**config.mk**
```make
export PLATFORM = sky130hd
export DESIGN_NAME = ram8
export DESIGN_NICKNAME = d
export VERILOG_FILES = /design/src/rtl/ram8_pkg.sv /design/src/rtl/dmux8way.sv /design/src/rtl/mux8way16.sv /design/src/rtl/register16.sv /design/src/rtl/ram8.sv
export SDC_FILE = /design/constraint.sdc
export NUM_CORES = 1
export LEC_CHECK = 0
export CAP_MARGIN = 20
export CORE_ASPECT_RATIO = 1.4
export CORE_MARGIN = 8
export CORE_UTILIZATION = 24
export CTS_CLUSTER_DIAMETER = 100
export DETAILED_ROUTE_END_ITERATION = 10
export GPL_TIMING_DRIVEN = 0
export PLACE_DENSITY = 0.44
export SETUP_SLACK_MARGIN = 0.15
export SYNTH_ARGS = -nofsm -noshare
export SYNTH_HDL_FRONTEND = slang
export SYNTH_SLANG_ARGS = --single-unit
```
**constraint.sdc**
```tcl
create_clock -name clk -period 1.79 [get_ports clk]
set_input_delay 0.358 -clock clk [delete_from_list [all_inputs] [get_ports clk]]
set_output_delay 0.358 -clock clk [all_outputs]
set_load 0.02 [all_outputs]
```
**src/rtl/ram8_pkg.sv**
```systemverilog
// ram8_pkg: shared widths, depth, reset word and word type for the ram8 register file
package ram8_pkg;
  localparam int WORD_W = 16;
  localparam int RAM8_ADDR_W = 3;
  localparam int RAM8_DEPTH = 8;
  localparam logic [15:0] RESET_WORD = 16'h0000;
  typedef logic [15:0] word_t;
endpackage

```
**src/rtl/dmux8way.sv**
```systemverilog
// dmux8way: routes in to one of a..h by sel (ports in, sel[2:0] -> a..h)
module dmux8way (
  input  logic       in,
  input  logic [2:0] sel,
  output logic       a,
  output logic       b,
  output logic       c,
  output logic       d,
  output logic       e,
  output logic       f,
  output logic       g,
  output logic       h
);
  assign {h, g, f, e, d, c, b, a} = {7'b0, in} << sel;
endmodule

```
**src/rtl/mux8way16.sv**
```systemverilog
// mux8way16: selects one of eight 16-bit inputs a..h by sel (ports a..h[15:0], sel[2:0] -> out[15:0])
module mux8way16 (
  input  logic [15:0] a,
  input  logic [15:0] b,
  input  logic [15:0] c,
  input  logic [15:0] d,
  input  logic [15:0] e,
  input  logic [15:0] f,
  input  logic [15:0] g,
  input  logic [15:0] h,
  input  logic [2:0]  sel,
  output logic [15:0] out
);
  always_comb begin
    out = sel[2] ? (sel[1] ? (sel[0] ? h : g) : (sel[0] ? f : e))
                 : (sel[1] ? (sel[0] ? d : c) : (sel[0] ? b : a));
  end
endmodule

```
**src/rtl/register16.sv**
```systemverilog
// register16: 16 load-enabled flops with sync reset priority (ports clk, rst, in[15:0], load -> out[15:0])
module register16 #(
  parameter logic [15:0] RESET_VAL = ram8_pkg::RESET_WORD
) (
  input  logic        clk,
  input  logic        rst,
  input  logic [15:0] in,
  input  logic        load,
  output logic [15:0] out
);
  for (genvar i = 0; i < 16; i++) begin : g_bit
    always_ff @(posedge clk)
      if (rst) out[i] <= RESET_VAL[i];
      else if (load) out[i] <= in[i];
  end
endmodule

```
**src/rtl/ram8.sv**
```systemverilog
// ram8: 8x16 register file, clocked write, combinational read; RAM8_BYPASS_EN forwards in to out while load=1 (ports clk, rst, in[15:0], load, address[2:0] -> out[15:0])
module ram8
  import ram8_pkg::*;
#(
  parameter int          WIDTH     = WORD_W,
  parameter logic [15:0] RESET_VAL = RESET_WORD
) (
  input  logic                   clk,
  input  logic                   rst,
  input  logic [WIDTH-1:0]       in,
  input  logic                   load,
  input  logic [RAM8_ADDR_W-1:0] address,
  output logic [WIDTH-1:0]       out
);
  word_t w [RAM8_DEPTH];
  word_t rd;
  logic [RAM8_DEPTH-1:0] ld;
  dmux8way u_dmux (
    .in(load), .sel(address),
    .a(ld[0]), .b(ld[1]), .c(ld[2]), .d(ld[3]),
    .e(ld[4]), .f(ld[5]), .g(ld[6]), .h(ld[7])
  );
  for (genvar k = 0; k < RAM8_DEPTH; k++) begin : g_word
    register16 #(.RESET_VAL(RESET_VAL)) u_reg (
      .clk(clk), .rst(rst), .in(in), .load(ld[k]), .out(w[k])
    );
  end
  mux8way16 u_mux (
    .a(w[0]), .b(w[1]), .c(w[2]), .d(w[3]),
    .e(w[4]), .f(w[5]), .g(w[6]), .h(w[7]),
    .sel(address), .out(rd)
  );
`ifdef RAM8_BYPASS_EN
  assign out = load ? in : rd;
`else
  assign out = rd;
`endif
endmodule

```
* Yosys cells after proc, flatten, opt, wreduce, memory -nomap -nowiden
Index checks and enable logic that the tools add are counted.
** Cells by class
- Muxes and demuxes :: 7
- Shifts and indexed selects :: 1
** Operators by type and width (count)
- $mux 16 :: 7
- $shl 1x3->8 :: 1
** Word-level totals
- Input port bits :: 22
- Output and inout bits :: 16
- Bits in registers :: 128
- Logic and storage cells :: 136

* Longest topological paths before layout
Gate-level depths: netlist (run 1).
- Word-level depth :: 3
- Gate-level depth with buffers :: 7
- Gate-level depth less buffers :: 3

* By module
From an unflattened synthesis (run 1), not the netlist that was laid out.
** Unflattened totals
- Cell total of the unflattened synthesis :: 481
- Area total of the unflattened synthesis :: 5811.8 µm²
** Modules (own cells, without submodules)
- register16 :: area an instance 580.6 µm², cells each 52, sequential area each 320.3 µm², instances 8
- mux8way16 :: area an instance 1071.0 µm², cells each 57, sequential area each 0.0 µm², instances 1
- dmux8way :: area an instance 96.3 µm², cells each 8, sequential area each 0.0 µm², instances 1

* Least setup slack after synthesis (run 1)
Ideal clock, no wire load.
- Path type :: input port to output port
- Start :: input port address[0]
- End :: output port out[13]
- Stages :: 6
- Required time :: 1432 ps
- Arrival :: 1595 ps
- Slack :: -163 ps
- Path buffers :: 4
- Cell sequence :: buf_6 > buf_12 > buf_2 > buf_2 > mux4_2 > mux2_2
** Between the ends
- Cells in the longest elaborated chain, start to end :: 3
- Elaborated cells between the ends (all ways) :: 7
- Classes of those cells :: 7 x mux
** RTL lines
- from (decl) :: RTL line ram8.sv:12 : input logic [RAM8_ADDR_W-1:0] address,
- $mux 16, on equally long branches (2 in series) :: RTL line mux8way16.sv:16, mux8way16.sv:15
- $mux 16 (*) :: RTL line mux8way16.sv:15 : out = sel[2] ? (sel[1] ? (sel[0] ? h : g) : (sel[0] ? f : e))
- to (decl) :: RTL line ram8.sv:13 : output logic [WIDTH-1:0] out
Mark *: on every way between the ends. The rest lies on a longest branch, timed or not.

* Worst setup path after layout (run 1)
- Start :: input port address[0]
- End :: output port out[4]
The elaborated chain is that of the path after synthesis.

==> impl_metrics.py, run 1 <==
metrics = {
    "timing": {
        "whs_ns": 0.259,
        "rsz0062_at_grt": "yes",
        "setup_ws_ns": -0.378,
        "finClkSkew_ns": 0,
        "setup_viol": 16,
        "fmax_mhz": 461,
        "drv_slew": 0,
        "hold_viol": 0,
        "relSlewSlack_pct": 54.1,
        "min_period_ns": 2.17,
        "tightest_slew_ns": 0.688,
        "min_period_over_period_pct": 121,
    },
    "job": {
        "drv_cap": 0,
    },
    "synth": {
        "syn_nets": 669,
        "ys_seq_area_share_pct": 44.6,
        "syn_area_mm2": 0.00575,
        "yosys_warnings": 0,
        "synth_cell_types": 21,
        "yosys-top-cells-area": "dfxtp_1 (45%), nand2_1 (17%), mux4_1 (12%), a21oi_1 (11%), mux2_2 (3.1%)",
        "syn_avg_cell_area_um2": 8.89,
        "yosys.area.top_type_share_pct": 44.6,
        "ys_ff_latch": 128,
        "syn_inst": 647,
        "synth_top_cell_by_area": "dfxtp_1",
    },
    "pwr": {
        "power_mw": 7.53,
        "power_density_mw_per_mm2": 1010,
        "vdd_drop_max_mv": 0.653,
        "p_leak_nw": 2.64,
    },
    "global_routing": {
        "grt_pass1_vias": 4834,
        "antenna_found_initial": 0,
        "grt_max_degree": 17,
        "gr-total-overflow": 0,
        "track_usage_pct": 13.3,
        "grt_pass1_wl_mm": 29.1,
    },
    "clock_network": {
        "cts_buffers": 17,
        "cts_sinks": 128,
        "cts-root-buf": "clkbuf_16",
        "cts_htree_levels": 4,
        "cts_tree": "yes",
        "clock_latency_ns": 0.41,
        "clk_pin_slew_ns": 0.05,
        "clockBufferDepth": 2,
    },
    "run_status": {
        "run_status": "finished, violations left",
        "violations": "setup timing",
    },
    "final_layout": {
        "register_area_mm2": 0.00256,
        "reg_top3": "g_word.u_reg.out: 128 flops",
        "multi_input_area_mm2": 0.00274,
        "largest_register_ffs": 128,
        "drive_gt1_share_pct": 24.0,
        "diodes": 0,
        "area_delta_synth_final_pct": 29.0,
        "regMostFlops": "g_word.u_reg.out",
        "fin_nets": 730,
        "fin_util_pct": 31.3,
        "final.fill_count": 2478,
    },
    "drt": {
        "routed_wl_mm": 19.0,
        "drcViolationCount": 0,
        "wl_per_cell_um": 18.4,
        "viasPerCell": 4.61,
        "detailedRoute.firstIterationViolations": 341,
        "vias": 4753,
        "final_antenna_net_count": 0,
        "drt_pass1_iterations": 4,
    },
    "worst_setup_path": {
        "endpoint_kind": "output pin",
        "reg2reg_depth": 2,
        "r2r_end": "g_word[5].u_reg.out[2]$_SDFFE_PP0P_",
        "path_max_fanout": 10,
        "r2r_slack_ns": 1.18,
        "reg2reg_from": "g_word[5].u_reg.out[2]$_SDFFE_PP0P_",
        "critical_path_class": "primary input to output pin",
        "crit_path_start_kind": "primary input",
        "cp.arrival_ns": 1.81,
        "crit_required_ns": 1.43,
    },
    "hold_path": {
        "whs_endpoint": "g_word[6].u_reg.out[10]$_SDFFE_PP0P_",
        "hold_path_class": "primary input to flop",
        "worstHoldStart": "in[10]",
        "hold_depth": 3,
    },
    "floorplanning": {
        "start_util_pct": 24.2,
        "coreArea_mm2": 0.0237,
        "die_h_um": 199,
        "die_area_mm2": 0.0292,
        "io_pins": 38,
        "row_count": 67,
        "dieWidth_um": 147,
    },
    "place": {
        "gp_congestion": 0.756,
        "numPortBuffers": 20,
        "place_hpwl_mm": 12.4,
    },
}
## critical path, stage by stage
cell and delay, ns:
buf_8 0.10, buf_8 0.12, buf_12 0.14, buf_8 0.15, buf_12 0.15, mux4_2 0.33
mux2_4 0.31, buf_6 0.14
## report_power, final
part | switching (mW) | total (mW) | internal (mW)
combinational | 0.365 | 0.656 | 0.290
sequential | 0.0295 | 2.94 | 2.91
clock | 1.27 | 3.93 | 2.66
total | 1.66 | 7.53 | 5.86
## how the worst max path moves through the flow
stage / slack [ns] / to / startpoint
2_1_floorplan: -0.08 / out[10] / address[0]
3_3_place_gp: -1.39 / out[4] / address[0]
3_5_place_dp: -1.37 / out[5] / address[2]
4_1_cts: -0.37 / out[5] / address[0]
5_1_grt: -0.40 / out[5] / address[0]
6_report: -0.38 / out[4] / address[0]
## final cells by class
| type | count | share of cell area, % |
|---|---|---|
| Multi-Input combinational cell | 448 | 36.9 |
| Clock inverter | 12 | 2.87 |
| Buffer | 69 | 7.24 |
| Timing Repair Buffer | 44 | 7.08 |
| Sequential cell | 128 | 34.5 |
| Clock buffer | 19 | 6.11 |
| Tap cell | 310 | 5.23 |
## per-layer routing
layer	up-vias	global-route usage, %	routed length (µm)
met1	2312	16.6	8610
li1	2300	-	-
met3	22	2.90	835
met5	-	0	0
met4	0	6.08	448
met2	119	21.7	9090
## kinds of logic after synthesis
kind of cell	synth area share, %
AO/OA/AOI/OAI	11.1
flip-flops	44.6
multiplexers	17.4
buffers and inverters	7.22
AND/OR/NAND/NOR	19.7
## stage by stage
| step | cell area (µm²) | worst slack, ns | instances | setup TNS (ns) |
|---|---|---|---|---|
| 3_5_place_dp | 6350 | -1.37 | 977 | -94.73 |
| 5_1_grt | 7420 | -0.396 | 1030 | -5.68 |
| 3_3_place_gp | 6350 | -1.39 | 977 | -95.19 |
| 6_report | 7420 | -0.378 | 1030 | -5.23 |
| 2_1_floorplan | 5770 | -0.0774 | 647 | -0.769 |
| 4_1_cts | 7410 | -0.368 | 1031 | -5.38 |
## what timing repair did
item                                    4_1_cts  5_1_grt
pin swaps                                     4        0
endpoints found under the hold margin         0        0
hold buffers                                  0        0
endpoints found under the setup margin      132       36
resized for setup                           164        8
setup buffers                                20        0
gates cloned                                  4        0
## Yosys cell counts
cell and instances:
a21oi_1 128, and4_1 1, and4b_1 3, and4bb_2 2, buf_12 4, buf_2 19
buf_4 12, buf_6 2, clkbuf_1 34, dfxtp_1 128, mux2_2 16, mux4_1 26
mux4_2 6, nand2_1 256, nand4_1 1, nand4b_1 3, nand4bb_1 1, nor4b_4 1
nor4bb_1 1, or4b_2 1, or4bb_1 2
## placed cells by master (no fill, tap or decap), types with 2 or more instances in the layout
master	n
a21oi_1	128
and4b_1	3
and4bb_2	2
buf_12	9
buf_16	4
buf_2	9
buf_4	30
buf_6	24
buf_8	5
bufinv_16	6
clkbuf_1	20
clkbuf_16	17
clkbuf_2	7
clkbuf_4	2
clkbuf_8	3
clkinv_2	5
dfxtp_1	128
dlygate4sd2_1	2
mux2_4	16
mux4_2	31
nand2_1	256
nand4b_1	3
or4bb_1	2
No activity file was read; power rests on OpenSTA's default activity.
==> run 2, diff against run 1 <==
--- a/config.mk
+++ b/config.mk
@@ -14,6 +14,7 @@
 export GPL_TIMING_DRIVEN = 0
 export PLACE_DENSITY = 0.44
 export SETUP_SLACK_MARGIN = 0.15
+export SKIP_LAST_GASP = 1
 export SYNTH_ARGS = -nofsm -noshare
 export SYNTH_HDL_FRONTEND = slang
 export SYNTH_SLANG_ARGS = --single-unit
==> impl_metrics.py, run 2 (same netlist as run 1, synthesis figures left out) <==
metrics = {
    "run_status": {
        "run_status": "finished, violations left",
        "violations": "setup timing",
    },
    "place": {
        "place_hpwl_mm": 12.4,
        "numPortBuffers": 20,
        "gp_congestion": 0.756,
    },
    "clock_network": {
        "cts_sinks": 128,
        "cts_buffers": 17,
        "clockBufferDepth": 2,
        "cts_htree_levels": 4,
        "cts_tree": "yes",
        "clock_latency_ns": 0.42,
        "clk_pin_slew_ns": 0.06,
        "cts-root-buf": "clkbuf_16",
        "cts_hold_buf": 0,
    },
    "floorplanning": {
        "io_pins": 38,
        "die_area_mm2": 0.0292,
        "dieWidth_um": 147,
        "row_count": 67,
        "die_h_um": 199,
        "start_util_pct": 24.2,
        "coreArea_mm2": 0.0237,
    },
    "global_routing": {
        "grt_pass1_wl_mm": 29.1,
        "grtUsageMet1_pct": 16.6,
        "grt_use_met3_pct": 2.90,
        "grt_pass1_vias": 4830,
        "grt_max_degree": 17,
        "track_usage_pct": 13.3,
        "gr-total-overflow": 0,
        "met2_usage_pct": 21.8,
        "busiest_layer": "met2",
        "antenna_found_initial": 0,
    },
    "worst_setup_path": {
        "cp.arrival_ns": 1.81,
        "crit_required_ns": 1.43,
        "path_max_fanout": 10,
        "endpoint_kind": "output pin",
        "crit_path_start_kind": "primary input",
        "critical_path_class": "primary input to output pin",
        "r2r_slack_ns": 1.18,
    },
    "final_layout": {
        "area_delta_synth_final_pct": 29.5,
        "fin_nets": 731,
        "fin_util_pct": 31.4,
        "largest_register_ffs": 128,
        "final_cell_mix": "nand2_1 (256), a21oi_1 (128), dfxtp_1 (128)",
        "drive_gt1_share_pct": 24.1,
        "reg_top3": "g_word.u_reg.out: 128 flops",
        "diodes": 0,
        "regMostFlops": "g_word.u_reg.out",
        "layout_commonest_cell": "nand2_1",
    },
    "timing": {
        "finClkSkew_ns": 0,
        "min_period_ns": 2.17,
        "drv_slew": 0,
        "fmax_mhz": 462,
        "hold_viol": 0,
        "min_period_over_period_pct": 121,
        "setup_viol": 16,
        "relSlewSlack_pct": 53.1,
        "tightest_slew_ns": 0.704,
        "rsz0062_at_grt": "yes",
        "whs_ns": 0.250,
        "setup_ws_ns": -0.377,
    },
    "drt": {
        "wl_per_cell_um": 18.4,
        "vias": 4734,
        "viasPerCell": 4.59,
        "drcViolationCount": 0,
        "final_antenna_net_count": 0,
        "routed_wl_mm": 19.0,
        "drt_pass1_iterations": 4,
        "detailedRoute.firstIterationViolations": 299,
    },
    "hold_path": {
        "hold_path_class": "primary input to flop",
    },
    "pwr": {
        "p_leak_nw": 2.65,
        "power_mw": 7.55,
        "power_density_mw_per_mm2": 1010,
        "vdd_drop_max_mv": 0.662,
    },
    "job": {
        "drv_cap": 0,
    },
}
[run 2: cell count changes in the layout (fill, tap and decap cells not counted)]
cell       delta
clkbuf_16     +1
buf_6         -1
buf_8         +1
[run 2: where the power goes]
part / switching (mW) / internal (mW) / leakage (nW) / total (mW)
sequential: 0.0294 / 2.91 / 1.04 / 2.94
clock: 1.28 / 2.66 / 0.328 / 3.94
combinational: 0.367 / 0.296 / 1.29 / 0.663
total: 1.68 / 5.87 / 2.65 / 7.55
[run 2: through the flow]
step | instances | instance area, µm² | setup TNS [ns] | setup slack (ns)
floorplan | 647 | 5770 | -0.769 | -0.0774
global placement | 977 | 6350 | -95.19 | -1.39
detailed placement | 977 | 6350 | -94.73 | -1.37
CTS | 1031 | 7410 | -5.43 | -0.368
global route | 1031 | 7450 | -5.69 | -0.396
finish | 1031 | 7450 | -5.25 | -0.377
[run 2: final timing paths]
kind | start | to | cells after the start
worst min register to register | g_word[7].u_reg.out[1]$_SDFFE_PP0P_ | g_word[7].u_reg.out[1]$_SDFFE_PP0P_ | 2
worst max-delay path | address[0] | out[4] | 8
worst max register to register | g_word[1].u_reg.out[3]$_SDFFE_PP0P_ | g_word[1].u_reg.out[3]$_SDFFE_PP0P_ | 2
worst min-delay path | in[12] | g_word[1].u_reg.out[12]$_SDFFE_PP0P_ | 3
[run 2: routing by layer]
| layer | share of wire (%) | vias up |
|---|---|---|
| li1 | - | 2302 |
| met1 | 45 | 2285 |
| met2 | 48 | 121 |
| met3 | 5.2 | 26 |
| met4 | 2.4 | 0 |
| met5 | 0 | - |
[run 2: timing repair]
item,in CTS,in global routing
cloned,4,1
gates resized for setup,163,10
setup buffers,20,0
pin swaps,4,0
setup endpoints to repair,132,36
[run 2: worst max-delay path, stage by stage]
cell	delay (ns)
buf_8	0.10
buf_8	0.12
buf_12	0.14
buf_8	0.15
buf_12	0.15
mux4_2	0.34
mux2_4	0.31
buf_6	0.14
[run 2: layout make-up]
type	count	area, µm²
clock inverter	12	213
fill	2474	16300
multi-input combinational	448	2740
buffer	69	537
timing repair buffer	45	554
sequential	128	2560
clock buffer	19	453
tap	310	388
==> run 3, diff against run 2 <==
--- a/config.mk
+++ b/config.mk
@@ -11,6 +11,7 @@
 export CORE_UTILIZATION = 24
 export CTS_CLUSTER_DIAMETER = 100
 export DETAILED_ROUTE_END_ITERATION = 10
+export GPL_ROUTABILITY_DRIVEN = 0
 export GPL_TIMING_DRIVEN = 0
 export PLACE_DENSITY = 0.44
 export SETUP_SLACK_MARGIN = 0.15
==> results of run 3 <==
Same layout as run 2: the final DEF is identical, and so are final timing and power.
